**src/rtl/serial_pattern_matcher_pkg.sv**
```systemverilog
`default_nettype none
// ---------------------------------------------------------------------------
// serial_pattern_matcher_pkg : shared defaults and FSM state type
// Revision 1.0
// ---------------------------------------------------------------------------
package serial_pattern_matcher_pkg;

  localparam int DEF_PAT_W = 10;
  localparam int DEF_DIV   = 6;
  localparam int DEF_CNT_W = 8;

  typedef enum logic [1:0] {
    IDLE = 2'd0,
    FILL = 2'd1,
    HUNT = 2'd2
  } state_t;

endpackage
`default_nettype wire

```
**src/rtl/serial_pattern_matcher_tick.sv**
```systemverilog
`default_nettype none
// ---------------------------------------------------------------------------
// sample_tick_gen : enable-gated prescaler producing a one-clk sample tick
// Revision 1.0
// ---------------------------------------------------------------------------
module sample_tick_gen
  import serial_pattern_matcher_pkg::*;
#(
  parameter int DIV = DEF_DIV
) (
  input  logic clk,
  input  logic rst_n,
  input  logic en,
  output logic tick
);

  localparam int            CW   = (DIV > 1) ? $clog2(DIV) : 1;
  localparam logic [CW-1:0] LAST = CW'(DIV - 1);

  logic [CW-1:0] count;

  always_ff @(posedge clk or negedge rst_n) begin
    if (!rst_n) begin
      count <= '0;
    end else if (en) begin
      count <= (count == LAST) ? '0 : count + CW'(1);
    end
  end

  // Qualified with reset so DIV=1 cannot tick while reset is held.
  assign tick = en && rst_n && (count == LAST);

endmodule
`default_nettype wire

```
**src/rtl/serial_pattern_matcher.sv**
```systemverilog
`default_nettype none
// ---------------------------------------------------------------------------
// serial_pattern_matcher : masked serial pattern detector with match counter
// Revision 1.0
// ---------------------------------------------------------------------------
module serial_pattern_matcher
  import serial_pattern_matcher_pkg::*;
#(
  parameter int PAT_W = DEF_PAT_W,
  parameter int DIV   = DEF_DIV,
  parameter int CNT_W = DEF_CNT_W
) (
  input  logic             clk,
  input  logic             rst_n,
  input  logic             en,
  input  logic             datain_i,
  input  logic [PAT_W-1:0] pattern_i,
  input  logic [PAT_W-1:0] mask_i,
  input  logic             mode_i,
  input  logic             clr_i,
  output logic             sample_o,
  output logic             match_o,
  output logic [CNT_W-1:0] match_cnt_o,
  output logic [PAT_W-1:0] shreg_o
);

  localparam int            FW   = $clog2(PAT_W + 1);
  localparam logic [FW-1:0] FULL = FW'(PAT_W);

  logic [1:0]       rst_pipe;
  logic             rst_sync_n;
  logic             tick;
  state_t           state, state_nxt;
  logic [PAT_W-1:0] shreg, shreg_nxt;
  logic [FW-1:0]    fill, fill_inc;
  logic             full_nxt;
  logic             hit;
  logic             restart;
  logic             match_q;
  logic [CNT_W-1:0] cnt;

  // Asynchronous assertion, synchronised release.
  always_ff @(posedge clk or negedge rst_n) begin
    if (!rst_n) rst_pipe <= 2'b00;
    else        rst_pipe <= {rst_pipe[0], 1'b1};
  end
  assign rst_sync_n = rst_pipe[1];

  sample_tick_gen #(.DIV(DIV)) u_tick (
    .clk   (clk),
    .rst_n (rst_sync_n),
    .en    (en),
    .tick  (tick)
  );

  assign shreg_nxt = {datain_i, shreg[PAT_W-1:1]};
  assign fill_inc  = (fill == FULL) ? FULL : fill + FW'(1);
  assign full_nxt  = (fill_inc == FULL);
  assign hit       = tick && !clr_i && full_nxt &&
                     (((shreg_nxt ^ pattern_i) & mask_i) == '0);
  assign restart   = hit && mode_i;

  always_comb begin
    state_nxt = state;
    if (!en) begin
      state_nxt = IDLE;
    end else if (clr_i) begin
      state_nxt = FILL;
    end else if (tick) begin
      state_nxt = (full_nxt && !restart) ? HUNT : FILL;
    end else if (state == IDLE) begin
      state_nxt = (fill == FULL) ? HUNT : FILL;
    end
  end

  always_ff @(posedge clk or negedge rst_sync_n) begin
    if (!rst_sync_n) begin
      state   <= IDLE;
      shreg   <= '0;
      fill    <= '0;
      match_q <= 1'b0;
      cnt     <= '0;
    end else begin
      state   <= state_nxt;
      match_q <= hit;
      if (clr_i) begin
        shreg <= '0;
        fill  <= '0;
        cnt   <= '0;
      end else begin
        if (tick) begin
          shreg <= shreg_nxt;
          fill  <= restart ? '0 : fill_inc;
        end
        if (hit && (cnt != '1)) cnt <= cnt + CNT_W'(1);
      end
    end
  end

  assign sample_o    = tick;
  assign match_o     = match_q;
  assign match_cnt_o = cnt;
  assign shreg_o     = shreg;

endmodule
`default_nettype wire

```
**config.mk**
```make
export PLATFORM = sky130hd
export DESIGN_NAME = serial_pattern_matcher
export DESIGN_NICKNAME = d
export VERILOG_FILES = /design/src/rtl/serial_pattern_matcher_pkg.sv /design/src/rtl/serial_pattern_matcher_tick.sv /design/src/rtl/serial_pattern_matcher.sv
export SDC_FILE = /design/constraint.sdc
export NUM_CORES = 1
export LEC_CHECK = 0
export ABC_AREA = 1
export CAP_MARGIN = 10
export CELL_PAD_IN_SITES_DETAIL_PLACEMENT = 1
export CELL_PAD_IN_SITES_GLOBAL_PLACEMENT = 1
export CORE_UTILIZATION = 36
export CTS_CLUSTER_DIAMETER = 30
export DETAILED_ROUTE_END_ITERATION = 10
export GPL_TIMING_DRIVEN = 1
export PLACE_DENSITY_LB_ADDON = 0.1
export SYNTH_ARGS = -nofsm -noshare
export SYNTH_HDL_FRONTEND = slang
export SYNTH_SLANG_ARGS = --single-unit
```
**constraint.sdc**
```tcl
create_clock -name clk -period 4.2 [get_ports clk]
set_input_delay 1.26 -clock clk [delete_from_list [all_inputs] [get_ports clk]]
set_output_delay 1.26 -clock clk [all_outputs]
set_load 0.01 [all_outputs]
```
==> key figures, run 1 <==
Critical path
  – CP Data Arrival Time: 2610 ps
  – Critical Path End Type: output pin
  – CP required: ~2900 ps
  – Type of origin of the critical path: input pin
  – Worst-path maximum fanout: 3
  – Crit path kind: input pin to output pin

Timing
  – Max Slew Vio Count: 0
  – Tmin final: 3870 ps
  – Final setup skew: between 1.5 and 2 ps
  – Final setup viols: 0
  – Fin. Hold Viols: 0
  – Final Cycle Share: 92.1%
  – Fmax: 0.259 GHz
  – RSZ-0062 raised after global routing: no
  – Setup TNS: 0 ps

Final layout
  – Reg area: about 700 um2
  – # nets final: 290
  – Area Growth Syn to Fin: 33.6%
  – Share of layout cells above drive strength 1: between 10% and 20%
  – Filler Cell Count: between 500 and 600
  – Antenna fix cells: 0
  – Area of the multi-input gates: around 780 um2

Yosys
  – Top cells by area, synth: dfrtp_1 (43%), nand2_1 (12%), nand3_1 (7.0%)
  – Avg Cell Area, Syn: 7.69 um2
  – Yosys top cell area share: 42.8%
  – Yosys warns: 0
  – Async set-reset flop share out of synthesis: 100%
  – FF+latch count, synth: 28
  – Main flop type after synthesis: dfrtp_1
  – Synth Instances: approximately 210
  – Synth Cell Area: approximately 1600 um2
  – Synth unique cells: 29
  – Count leader, synth: nand2_1
  – Syn_nets: around 240
  – Synth top cells by count: nand2_1 (52), dfrtp_1 (28), nand3_1 (23), inv_1 (22), inv_2 (14)
  – Area leader, netlist: dfrtp_1
  – EDFF count, synth: 0
  – Seq/Total Area, Yosys: 42.8%

Drt
  – Post-route antenna net violation count: 0
  – Iteration-0 DRC Markers: 42
  – DR vias/cell: 4.88
  – DRC viols: 0
  – Drt total wl: slightly below 4 mm
  – WL/cell: about 13 um
  – Vias post-DR: 1519
  – DRT Pass-1 Iters: 4

Placed design
  – PortBufs: between 40 and 50
  – Detailed Place HPWL: around 3.2 mm
  – GPL Wtd Cong: 0.747

Die
  – Chip height: slightly below 70 um
  – Core Rows: 24
  – Die Wd: 69.5 um
  – Initial Util: a little under two fifths
  – IO Count: 46
  – Die area: 4820 um2
  – Core area: 4350 um2

Pwr
  – Power Dens Cells: between 200 and 300 nW/um2
  – VDD IR-drop max: 0.236 mV
  – P_leak: between 1 and 1.5 nW
  – Pint: slightly above 0.4 mW
  – Seq pwr share: a little over half
  – Combinational Power Share: 20.3%
  – Final Total Pwr: approximately 0.56 mW
  – Fraction of power spent switching nets: between 20 and 30%
  – Clock Power Share: ~26%
  – Switching pwr: between 0.15 and 0.2 mW

Clocking
  – CTS tree: built
  – Worst skew pair latency: 270 ps
  – # H-tree levels: 1
  – CTS buffer count: 3
  – Clock sink count: 28
  – Cts hold-fix bufs: 0
  – Postcts setup bufs: 0
  – Post_cts resized: 0
  – Max clock buf depth: 2
  – Worst-path clk slew: roughly 90 ps
  – Root Driver: clkbuf_8

GRT
  – Vias in the first global route: ~1500
  – Largest net degree at the start of global routing: 27
  – Total track usage: between 10% and 20%
  – Aggregate global routing overflow: 0
  – Initial antenna violation count: 0
  – Global-route wire length before repair: 6.96 mm

Job
  – Max_cap viols: 0

Status
  – Outcome: completed

Hold path
  – Hold Crit Class: flip-flop to async pin
-- routing by layer --
layer | share of wire (%) | global-route usage (%)
met1 | 48 | 24.4
met2 | 48 | 29.6
met3 | 3.8 | 3.63
met4 | 0.46 | 2.04
met5 | 0 | 0
-- worst max-delay path, stage by stage --
cell	delay (ps)
clkdlybuf4s50_1	520
inv_2	60
nor2_4	110
nand2_1	70
inv_2	60
clkdlybuf4s50_1	520
-- placed cells by master, fill, tap and decap left out --
cell type / n
a21oi_1: 4
and2_1: 1
and3_1: 1
buf_4: 1
clkbuf_8: 3
clkdlybuf4s50_1: 45
clkinv_1: 2
conb_1: 1
dfrtp_1: 28
ha_1: 3
inv_1: 22
inv_2: 14
nand2_1: 52
nand2_2: 2
nand3_1: 23
nand3_2: 3
nand3_4: 1
nand3b_1: 1
nand4_1: 8
nor2_1: 11
nor2_2: 3
nor2_4: 4
nor3_1: 2
nor3b_1: 1
o21ai_0: 2
o21ai_1: 3
o21bai_1: 1
o22ai_1: 10
xnor2_1: 1
xor2_1: 6
-- cell families (layout without fill, tap and decap cells) --
| group | Yosys count | after routing | share of synthesized area, % |
|---|---|---|---|
| xor+xnor | 7 | 7 | 3.74 |
| fa+ha+maj | 3 | 3 | 2.29 |
| buf+inv | 41 | 87 | 9.55 |
| flops | 28 | 28 | 42.8 |
| other cells | 1 | 1 | 0.229 |
| compound gates | 20 | 20 | 7.03 |
| simple gates | 113 | 113 | 34.4 |
-- path summary, 6_finish.rpt --
path / slack [ps] / startpoint / endpoint / depth (start not counted)
hold reg to reg: 300 / rst_pipe[1] / shreg_o[0] / 1
setup reg to reg: 2470 / fill[0] / match_cnt_o[2] / 11
max in group asynchronous: 2950 / rst_n / rst_pipe[1] / 1
hold / removal: 300 / rst_pipe[1] / shreg_o[0] / 1
setup / recovery: 330 / en / sample_o / 6
min in group clk: 360 / rst_pipe[0] / rst_pipe[1] / 0
-- sequential cells by signal, indices dropped and copies added, names as in the netlist --
name          count
u_tick.count      3
match_o           1
shreg_o          10
rst_pipe          2
fill              4
match_cnt_o       8
-- per-stage QoR --
stage	std cells	hold WS, ps	util (%)	worst slack [ps]	cell area (um2)
2_1_floorplan	213	331	-	1420	1640
3_3_place_gp	308	299	49.3	347	2150
3_5_place_dp	308	303	49.3	328	2150
4_1_cts	311	312	50.3	321	2190
5_1_grt	311	356	50.3	266	2190
6_report	311	295	50.3	332	2190
-- power groups by stage --
stage | sequential [mW] | clock [mW] | combinational (mW)
6_report | 0.303 | 0.145 | 0.115
3_3_place_gp | 0.309 | 0 | 0.114
5_1_grt | 0.307 | 0.160 | 0.131
2_1_floorplan | 0.310 | 0 | 0.0697
4_1_cts | 0.304 | 0.151 | 0.117
3_5_place_dp | 0.310 | 0 | 0.116
-- cell type report --
cell class | count | area share, %
Tap cell | 52 | 2.97
Clock buffer | 3 | 1.89
Sequential cell | 28 | 32.0
Inverter | 38 | 6.52
Timing Repair Buffer | 46 | 20.9
Multi-Input combinational cell | 144 | 35.7
(Power assumes the default switching activity.)
==> run 2, diff against run 1 <==
HOLD_SLACK_MARGIN = 0.06   (was default)
REMOVE_ABC_BUFFERS = 1   (was default)
==> key figures, run 2 (synthesis gave the netlist of run 1 again) <==
Timing
  – Fmax: approximately 0.26 GHz
  – Final setup skew: roughly 7.7 ps
  – Final setup viols: 0
  – Fin. Hold Viols: 0
  – Tmin final: slightly below 4000 ps
  – RSZ-0062 raised after global routing: no
  – Setup TNS: 0 ps
  – Worst setup margin: 343 ps
  – Max Slew Vio Count: 0
  – Final Cycle Share: between 90% and 100%

Placed design
  – GPL Wtd Cong: 0.696
  – DP Worst Slack: 324 ps
  – Detailed Place HPWL: around 3.1 mm
  – Inst Count DP: 308
  – PortBufs: 45

Clocking
  – Root Driver: clkbuf_8
  – CTS buffer count: 3
  – Postcts setup bufs: 0
  – Worst-path clk slew: about 100 ps
  – Max clock buf depth: 2
  – Clock sink count: 28
  – Cts hold-fix bufs: 0
  – Post_cts resized: 0
  – CTS tree: built
  – Worst skew pair latency: around 280 ps
  – # H-tree levels: 1

Drt
  – Iteration-0 DRC Markers: 44
  – DRC viols: 0
  – Vias post-DR: ~1600
  – WL/cell: between 10 and 15 um
  – Drt total wl: 3.97 mm
  – Post-route antenna net violation count: 0
  – DRT Pass-1 Iters: 4
  – DR vias/cell: between 4 and 5

Critical path
  – Worst-path maximum fanout: 3
  – Crit path kind: input pin to output pin
  – Critical Path End Type: output pin
  – Type of origin of the critical path: input pin
  – CP required: ~2900 ps
  – CP Data Arrival Time: roughly 2600 ps

Job
  – Max_cap viols: 0

Final layout
  – Antenna fix cells: 0
  – Share of layout cells above drive strength 1: roughly an eighth
  – Largest register FFs: 10
  – # nets final: between 200 and 300
  – Area Growth Syn to Fin: 34.5%
  – Finished Layout Cells: 312
  – Filler Cell Count: roughly 550
  – Commonest non-fill, non-tap cell in the layout: nand2_1
  – Commonest cells after routing, fill and taps aside: nand2_1 (52), clkdlybuf4s50_1 (45), dfrtp_1 (28)

Die
  – Core area: ~4400 um2
  – IO Count: 46
  – Die area: 4820 um2
  – Die Wd: around 69 um
  – Initial Util: between 30% and 40%
  – Chip height: slightly below 70 um
  – Core Rows: 24

Pwr
  – Clock Power Share: 29.0%
  – Switching pwr: approximately 0.17 mW
  – Combinational Power Share: roughly 20%
  – Fraction of power spent switching nets: roughly 28%
  – Power Dens Cells: ~270 nW/um2
  – Seq pwr share: approximately 51%
  – Pint: ~0.42 mW
  – P_leak: approximately 1 nW
  – VDD IR-drop max: around 0.17 mV

Hold path
  – Hold Crit Class: flip-flop to async pin

GRT
  – Vias in the first global route: roughly 1600
  – Global-route wire length before repair: 7.14 mm
  – Initial antenna violation count: 0
  – Largest net degree at the start of global routing: 27
  – Aggregate global routing overflow: 0
  – Total track usage: roughly 18%

Status
  – Outcome: completed
[run 2: cell types whose count changed in the layout (fill, tap and decap cells not counted)]
cell / delta
clkbuf_8: +1
[run 2: power by group through the flow]
| stage | clock network (mW) | logic (mW) | registers [mW] |
|---|---|---|---|
| final | 0.171 | 0.117 | 0.303 |
| after global routing | 0.188 | 0.133 | 0.306 |
| after CTS | 0.176 | 0.119 | 0.303 |
| after detailed placement | 0 | 0.119 | 0.309 |
| after global placement | 0 | 0.115 | 0.308 |
| after floorplan | 0 | 0.0683 | 0.310 |
[run 2: worst max-delay path, cell delays in order]
cell and delay, ps:
clkdlybuf4s50_1 530, inv_2 60, nor2_4 100, nand2_1 70, inv_2 50, clkdlybuf4s50_1 520
[run 2: metrics by stage]
stage / power [mW] / util (%) / instance area [um2] / hold slack (ps)
after floorplan: 0.378 / - / 1620 / 331
after global placement: 0.423 / 49.3 / 2150 / 298
after detailed placement: 0.427 / 49.3 / 2150 / 313
after CTS: 0.598 / 50.6 / 2200 / 319
after global routing: 0.627 / 50.6 / 2200 / 343
final: 0.591 / 50.6 / 2200 / 292
[run 2: per-layer routing]
metal	track usage, %	vias to the layer above	wire, um
met3	4.22	2	166
met4	2.72	0	19
met5	0	-	0
met2	31.5	32	1900
met1	23.4	746	1880
li1	-	774	-
[run 2: area by class of cell]
| class | instances | area (um2) | area share, % |
|---|---|---|---|
| clock buffer | 4 | 55.1 | 2.50 |
| inverter | 38 | 143 | 6.48 |
| multi-input combinational | 144 | 781 | 35.5 |
| sequential | 28 | 701 | 31.8 |
| tap | 52 | 65.1 | 2.95 |
| timing repair buffer | 46 | 458 | 20.8 |
[run 2: path summary, 6_finish.rpt]
kind,from,endpoint,slack [ps],cells after the start
max,en,sample_o,340,6
min,rst_pipe[1],shreg_o[2],290,1
max reg2reg,fill[0],match_cnt_o[5],2430,10
min reg2reg,rst_pipe[1],shreg_o[2],290,1
max in group asynchronous,rst_n,rst_pipe[1],2930,1
min in group clk,rst_pipe[0],rst_pipe[1],370,0
